File: src/rtl/lcd_bus_arbiter.sv
// Two-port round-robin arbiter driving a character-LCD bus (E/RS/RW/DATA).
// Define LCD_ARB_INIT_EN to issue the power-up command sequence after reset.
module lcd_bus_arbiter #(
   parameter int INIT_DELAY = 70,
   parameter int T_SETUP    = 1,
   parameter int T_EH       = 2,
   parameter int T_HOLD     = 1,
   parameter int T_CMD      = 30,
   parameter int T_CLR      = 200
) (
   input  logic       CLK,
   input  logic       RESET,
   input  logic       REQ0,
   input  logic       REQ1,
   input  logic       RS0,
   input  logic       RS1,
   input  logic [7:0] DATA0,
   input  logic [7:0] DATA1,
   output logic       ACK0,
   output logic       ACK1,
   output logic       BUSY,
   output logic       INIT_DONE,
   output logic       LCD_E,
   output logic       LCD_RS,
   output logic       LCD_RW,
   output logic [7:0] LCD_DATA
);
   // state | meaning
   // PWRUP | post-reset wait; launches the init sequence when enabled
   // IDLE  | arbitrating between the two ports
   // SETUP | RS/DATA driven, E low
   // EHIGH | E high
   // HOLD  | E low, RS/DATA held
   // WAIT  | LCD execution time (long for clear/home)
   typedef enum logic [2:0] {PWRUP, IDLE, SETUP, EHIGH, HOLD, WAIT} state_t;

   localparam logic [15:0] C_INIT  = 16'(INIT_DELAY - 1);
   localparam logic [15:0] C_SETUP = 16'(T_SETUP - 1);
   localparam logic [15:0] C_EH    = 16'(T_EH - 1);
   localparam logic [15:0] C_HOLD  = 16'(T_HOLD - 1);
   localparam logic [15:0] C_CMD   = 16'(T_CMD - 1);
   localparam logic [15:0] C_CLR   = 16'(T_CLR - 1);

   state_t      state;
   logic [15:0] cnt;
   logic        gnt;
   logic        last;
   logic        elig0, elig1, pick1, is_clr;

`ifdef LCD_ARB_INIT_EN
   logic        init;
   logic [1:0]  init_idx;

   function automatic logic [7:0] init_cmd(input logic [1:0] idx);
      case (idx)
         2'd0:    return 8'h38;
         2'd1:    return 8'h0C;
         2'd2:    return 8'h06;
         default: return 8'h01;
      endcase
   endfunction
`endif

   assign LCD_RW = 1'b0;

   // A port is ignored during its own ACK cycle so it cannot be re-granted on a stale request.
   always_comb begin
      elig0  = REQ0 && !ACK0;
      elig1  = REQ1 && !ACK1;
      pick1  = elig1 && (!elig0 || !last);
      is_clr = !LCD_RS && (LCD_DATA[7:2] == 6'd0);
   end

   always_ff @(posedge CLK or posedge RESET) begin
      if (RESET) begin
         state     <= PWRUP;
         cnt       <= C_INIT;
         gnt       <= 1'b0;
         last      <= 1'b1;
         ACK0      <= 1'b0;
         ACK1      <= 1'b0;
         BUSY      <= 1'b1;
         INIT_DONE <= 1'b0;
         LCD_E     <= 1'b0;
         LCD_RS    <= 1'b0;
         LCD_DATA  <= 8'h00;
`ifdef LCD_ARB_INIT_EN
         init      <= 1'b0;
         init_idx  <= 2'd0;
`endif
      end else begin
         ACK0 <= 1'b0;
         ACK1 <= 1'b0;
         case (state)
            PWRUP: begin
`ifdef LCD_ARB_INIT_EN
               if (cnt != 16'd0) cnt <= cnt - 16'd1;
               else begin
                  init     <= 1'b1;
                  init_idx <= 2'd0;
                  LCD_RS   <= 1'b0;
                  LCD_DATA <= init_cmd(2'd0);
                  cnt      <= C_SETUP;
                  state    <= SETUP;
               end
`else
               BUSY      <= 1'b0;
               INIT_DONE <= 1'b1;
               state     <= IDLE;
`endif
            end
            IDLE: begin
               if (elig0 || elig1) begin
                  gnt      <= pick1;
                  last     <= pick1;
                  LCD_RS   <= pick1 ? RS1 : RS0;
                  LCD_DATA <= pick1 ? DATA1 : DATA0;
                  cnt      <= C_SETUP;
                  BUSY     <= 1'b1;
                  state    <= SETUP;
               end
            end
            SETUP: begin
               if (cnt != 16'd0) cnt <= cnt - 16'd1;
               else begin
                  LCD_E <= 1'b1;
                  cnt   <= C_EH;
                  state <= EHIGH;
               end
            end
            EHIGH: begin
               if (cnt != 16'd0) cnt <= cnt - 16'd1;
               else begin
                  LCD_E <= 1'b0;
                  cnt   <= C_HOLD;
                  state <= HOLD;
               end
            end
            HOLD: begin
               if (cnt != 16'd0) cnt <= cnt - 16'd1;
               else begin
                  cnt   <= is_clr ? C_CLR : C_CMD;
                  state <= WAIT;
               end
            end
            WAIT: begin
               if (cnt != 16'd0) cnt <= cnt - 16'd1;
`ifdef LCD_ARB_INIT_EN
               else if (init && init_idx != 2'd3) begin
                  init_idx <= init_idx + 2'd1;
                  LCD_DATA <= init_cmd(init_idx + 2'd1);
                  cnt      <= C_SETUP;
                  state    <= SETUP;
               end else if (init) begin
                  init      <= 1'b0;
                  INIT_DONE <= 1'b1;
                  BUSY      <= 1'b0;
                  state     <= IDLE;
               end
`endif
               else begin
                  BUSY  <= 1'b0;
                  ACK0  <= !gnt;
                  ACK1  <= gnt;
                  state <= IDLE;
               end
            end
            default: state <= IDLE;
         endcase
      end
   end
endmodule

File: config.mk
export PLATFORM = sky130hd
export DESIGN_NAME = lcd_bus_arbiter
export DESIGN_NICKNAME = d
export VERILOG_FILES = /design/src/rtl/lcd_bus_arbiter.sv
export SDC_FILE = /design/constraint.sdc
export NUM_CORES = 1
export LEC_CHECK = 0
export BUFFER_PORTS_ARGS = -buffer_cell sky130_fd_sc_hd__buf_2
export CORE_ASPECT_RATIO = 0.75
export CORE_UTILIZATION = 50
export CTS_BUF_LIST = sky130_fd_sc_hd__clkbuf_4 sky130_fd_sc_hd__clkbuf_8 sky130_fd_sc_hd__clkbuf_16
export CTS_CLUSTER_SIZE = 14
export DETAILED_ROUTE_END_ITERATION = 12
export PLACE_DENSITY = 0.76
export SLEW_MARGIN = 20
export SYNTH_ARGS = -nofsm -noshare
export SYNTH_HDL_FRONTEND = slang
export SYNTH_SLANG_ARGS = --single-unit
File: constraint.sdc
create_clock -name CLK -period 2.2 [get_ports CLK]
set_input_delay 0.22 -clock CLK [delete_from_list [all_inputs] [get_ports CLK]]
set_output_delay 0.22 -clock CLK [all_outputs]
set_load 0.01 [all_outputs]
==> results.json, run 1 <==
{
  "grt_pass1_wl_mm": 8.00,
  "status": "finished clean",
  "ant_nets": 0,
  "clkSinkCount": 35,
  "port_buffers": 35,
  "core_region_area_um2": 3710,
  "clock_path_buffers": 2,
  "cts-htree-levels": 2,
  "crit_arrival_ns": 2.33,
  "drc_errors": 0,
  "yosys.area.top_type": "dfrtp_1",
  "synth_edf_count": 0,
  "post_drt_wl_per_cell_um": 14.8,
  "min_period_ns": 2.12,
  "root_buffer": "clkbuf_8",
  "fin_util": 0.665,
  "initial_core_util": 0.532,
  "n_antenna_cell": 0,
  "power_leakage_nw": 1.14,
  "hpwl_mm": 3.67,
  "synth_flop_cell": "dfrtp_1",
  "multi_input_area_um2": 1050,
  "r2r_start": "cnt[0]",
  "synth-seq-cells": 35,
  "firstDrtPassIters": 5,
  "path_max_fanout": 5,
  "slew_headroom": 0.612,
  "final_max_slew_viol_count": 0,
  "rsz0062_at_grt": "yes",
  "synth.distinct_cells": 45,
  "chipHeight_um": 56.4,
  "grt_usage": 0.256,
  "antenna_found_initial": 0,
  "async_reset_ff_frac": 1.00,
  "worstSetupStartpointType": "register",
  "postCtsHoldBufs": 0,
  "powerDensity_nw_per_um2": 1270,
  "synth_top_area_frac": 0.380,
  "fin_nets": 303,
  "fillers": 300,
  "viasPerCell": 5.53,
  "synth.most_common_cell": "nand2_1",
  "first_iter_violations": 127,
  "endpoint_kind": "register",
  "pin_count": 37,
  "synth_area_leaders": "dfrtp_1 (38%), dfstp_2 (6.7%), o21ai_0 (6.3%)",
  "worst_pin_slew_ns": 0.581,
  "path_clk_slew_ns": 0.07,
  "startpoint": "cnt[0]",
  "cp_data_required_time_ns": 2.41,
  "grt_pass1_vias": 1664,
  "period_share": 0.964,
  "fp.dieW_um": 74.5,
  "hold_path_class": "in -> async",
  "syn-num-nets": 246,
  "drive_above_1_share": 0.289,
  "syn_area_um2": 1970,
  "grt.overflow.total": 0,
  "final-seq-area_um2": 882,
  "syn2layout_area_growth_pct": 25.0,
  "worst-setup-path-type": "reg -> reg",
  "whs_ns": 0.0202,
  "vias": 1837,
  "std_cell_rows": 19,
  "cts_made_buffers": 5,
  "avgSynthCellArea_um2": 8.89,
  "fin_skew_ns": 0.00500,
  "peakVddDrop_v": 0.000906,
  "post_synth_most_frequent_cells": "nand2_1 (32), dfrtp_1 (30), o21ai_0 (25)",
  "clk_latency_ns": 0.28,
  "totalWireLength_mm": 4.92,
  "reg2reg_setup_slack_ns": 0.08,
  "die_area_um2": 4200,
  "setup_violations": 0,
  "cap_violations": 0,
  "cts_tree": "yes",
  "routabilityCongestion": 0.973,
  "finalHoldViolations": 0,
  "max_freq_mhz": 472,
  "seq_area_frac_synth": 0.447,
  "syn-instance-count": 222,
  "yosysWarnings": 0,
  "grt_max_degree": 36
}
-- critical path: stages (launching register included) --
cell,delay [ns]
dfstp_2,0.54
inv_2,0.05
ha_4,0.14
nor4b_4,0.12
and4_4,0.17
a2111oi_4,0.44
buf_4,0.18
o2111ai_2,0.10
xor2_1,0.17
nor2_1,0.12
-- report_power, final --
group          total (mW)  internal [mW]  switching, mW
Sequential           1.16          0.919          0.240
Combinational        1.50          0.659          0.840
Clock               0.467          0.247          0.220
-- flip-flops by register name (all words and copies together), names as in the netlist --
signal / cells
LCD_DATA: 8
cnt: 16
gnt: 1
BUSY: 1
LCD_RS: 1
ACK1: 1
INIT_DONE: 1
last: 1
state: 3
ACK0: 1
LCD_E: 1
-- cells in the final DEF, fill, tap and decap left out, types with 4 or more instances in the layout --
master	count
buf_4	24
mux2i_1	9
nor3_1	7
xor2_1	4
o21ai_0	25
o211ai_1	5
clkbuf_8	5
o21ai_1	5
nand2_1	32
a21oi_1	10
inv_1	5
dfstp_2	5
nand3_1	4
a211oi_1	5
dfrtp_1	30
nor2b_1	4
buf_2	35
nor2_1	20
-- final cells by class --
| type | count | area share |
|---|---|---|
| clock inverters | 1 | 0.00203 |
| inverters | 6 | 0.00913 |
| multi-input cells | 172 | 0.427 |
| well taps | 52 | 0.0264 |
| repair buffers | 59 | 0.144 |
| clock buffers | 7 | 0.0340 |
| flip-flops and latches | 35 | 0.358 |
-- logic make-up after synthesis --
| group | count (synthesis) | share of synthesized area |
|---|---|---|
| simple gates | 91 | 0.232 |
| xor+xnor | 6 | 0.0266 |
| other cells | 1 | 0.00190 |
| fa+ha+maj | 2 | 0.0127 |
| buf+inv | 15 | 0.0330 |
| flops | 35 | 0.447 |
| mux | 9 | 0.0457 |
| compound gates | 63 | 0.201 |
-- path summary, 6_finish.rpt --
kind                            endpoint  cells past startpoint
min in group CLK                  LCD_RS                      3
worst max-delay path             cnt[15]                      9
max in group asynchronous         cnt[6]                      3
worst max register to register   cnt[15]                      9
worst min-delay path              cnt[4]                      3
worst min register to register      ACK0                      1
-- what timing repair did --
action / in CTS / in global routing
buffers inserted: 0 / 1
setup endpoints to repair: 0 / 2
resized for setup: 0 / 5
-- routing by layer --
metal  GRT usage  wire (um)  share of wire
met4      0.0620         42         0.0085
met3      0.0628        363          0.074
met2       0.354       2130           0.43
met1       0.397       2390           0.48
met5           0          0              0
-- metrics by stage --
step	area (um^2)	TNS, ns	std cells	total power, mW	worst slack (ns)
floorplan	1970	0	222	2.03	0.0449
global placement	2340	0	323	2.55	0.104
detailed placement	2340	0	323	2.60	0.0559
CTS	2430	0	331	3.08	0.0346
global route	2470	-0.0151	332	3.36	-0.0151
finish	2470	0	332	3.13	0.0792
Note: power is estimated with default switching activity, not from simulation.
==> run 2: changes to the inputs <==
--- a/config.mk
+++ b/config.mk
@@ -7,6 +7,7 @@
 export LEC_CHECK = 0
 export BUFFER_PORTS_ARGS = -buffer_cell sky130_fd_sc_hd__buf_2
 export CORE_ASPECT_RATIO = 0.75
+export CORE_MARGIN = 2
 export CORE_UTILIZATION = 50
 export CTS_BUF_LIST = sky130_fd_sc_hd__clkbuf_4 sky130_fd_sc_hd__clkbuf_8 sky130_fd_sc_hd__clkbuf_16
 export CTS_CLUSTER_SIZE = 14
==> results.json, run 2 (synthesized netlist as in run 1, its figures left out) <==
{
  "firstDrtPassIters": 4,
  "syn2layout_area_growth_pct": 23.9,
  "port_buffers": 35,
  "endpoint_kind": "register",
  "largest_reg_flops": 16,
  "top_regs": "cnt x16, LCD_DATA x8, state x3",
  "worstSetupStartpointType": "register",
  "crit_arrival_ns": 2.28,
  "switching_share": 0.409,
  "cap_violations": 0,
  "top_register": "cnt",
  "path_clk_slew_ns": 0.07,
  "layout_commonest_cell": "buf_2",
  "internal_power_mw": 1.83,
  "std_cell_rows": 19,
  "most-common-layout-cells": "buf_2 (35), nand2_1 (31), dfrtp_1 (30)",
  "cp_data_required_time_ns": 2.35,
  "place_ws_ns": 0.0862,
  "grt_pass1_vias": 1708,
  "final_max_slew_viol_count": 0,
  "hold_path_class": "in -> async",
  "setup_violations": 0,
  "drc_errors": 0,
  "layout_setup_ws_ns": 0.0700,
  "multi_input_area_um2": 1030,
  "worst_pin_slew_ns": 0.558,
  "clock_path_buffers": 2,
  "tns_ns": 0,
  "min_period_ns": 2.13,
  "n_antenna_cell": 0,
  "vias": 1821,
  "place_inst": 322,
  "clockPowerShare": 0.158,
  "fin_nets": 302,
  "cts_tree": "yes",
  "pin_count": 37,
  "grt_max_degree": 36,
  "powerDensity_nw_per_um2": 1270,
  "slew_headroom": 0.627,
  "viasPerCell": 5.50,
  "period_share": 0.968,
  "root_buffer": "clkbuf_8",
  "first_iter_violations": 176,
  "max_freq_mhz": 469,
  "grt_pass1_wl_mm": 7.93,
  "die_area_um2": 4470,
  "cts-htree-levels": 2,
  "peakVddDrop_v": 0.000820,
  "post_drt_wl_per_cell_um": 14.0,
  "grt_usage": 0.228,
  "totalWireLength_mm": 4.63,
  "fin_skew_ns": 0.00765,
  "grt.overflow.total": 0,
  "status": "finished clean",
  "finalHoldViolations": 0,
  "routabilityCongestion": 0.922,
  "ant_nets": 0,
  "drive_above_1_share": 0.283,
  "initial_core_util": 0.529,
  "fp.dieW_um": 76.5,
  "seqPwrFrac": 0.366,
  "power_leakage_nw": 1.13,
  "hpwl_mm": 3.62,
  "final-seq-area_um2": 882,
  "worst-setup-path-type": "reg -> reg",
  "clk_latency_ns": 0.29,
  "fin_area_um2": 2440,
  "clkSinkCount": 35,
  "antenna_found_initial": 0,
  "path_max_fanout": 8,
  "cts_made_buffers": 5,
  "power_frac_comb": 0.477,
  "fin_cells": 331,
  "postCtsHoldBufs": 0,
  "core_region_area_um2": 3730,
  "fillers": 312,
  "chipHeight_um": 58.4,
  "power_switching_mw": 1.27,
  "dpl_cell_area_um2": 2340
}
## run 2: power groups by stage
stage / Combinational (mW) / Clock [mW] / Sequential [mW]
after floorplan: 0.857 / 0 / 1.17
after global placement: 1.42 / 0 / 1.13
after detailed placement: 1.46 / 0 / 1.14
after CTS: 1.47 / 0.500 / 1.13
after global routing: 1.65 / 0.522 / 1.17
final: 1.48 / 0.487 / 1.13
## run 2: critical path: stages, from the launching register on
cell and delay [ns]:
dfrtp_1 0.40, inv_1 0.12, ha_1 0.17, nor4b_2 0.26, buf_4 0.18, nand4_1 0.20
buf_4 0.23, o211ai_1 0.17, buf_4 0.19, a21oi_1 0.07
## run 2: timing repair
item                                    4_1_cts  5_1_grt
endpoints found under the setup margin        0       11
resized for setup                             0        2
setup buffers                                 0        1
## run 2: worst paths after layout
path	start	end	slack, ns	depth (start not counted)
worst min register to register	gnt	ACK0	0.44	1
worst max-delay path	cnt[1]	cnt[9]	0.07	9
worst min-delay path	RESET	LCD_DATA[6]	0.01	3
min in group CLK	DATA1[2]	LCD_DATA[2]	0.21	3
worst max register to register	cnt[1]	cnt[9]	0.07	9
max in group asynchronous	RESET	cnt[0]	1.84	3
## run 2: per-stage QoR
stage	power [mW]	util	hold slack, ns
final	3.09	0.655	0.0137
after CTS	3.09	0.651	0.0315
after global placement	2.55	0.626	0.335
after global routing	3.34	0.655	0.0654
after detailed placement	2.60	0.626	0.346
after floorplan	2.03	-	0.371
## run 2: final cells by class
cell class,count,area share
inverter,6,0.00921
clock buffer,7,0.0368
clock inverter,1,0.00205
tap,52,0.0266
multi-input combinational,172,0.422
timing repair buffer,58,0.142
sequential,35,0.361
## run 2: metal layers
layer	vias up	part of all wire	track usage
li1	916	-	-
met1	849	0.50	0.336
met2	51	0.42	0.338
met3	5	0.067	0.0491
met4	0	0.0073	0.0779
met5	-	0	0
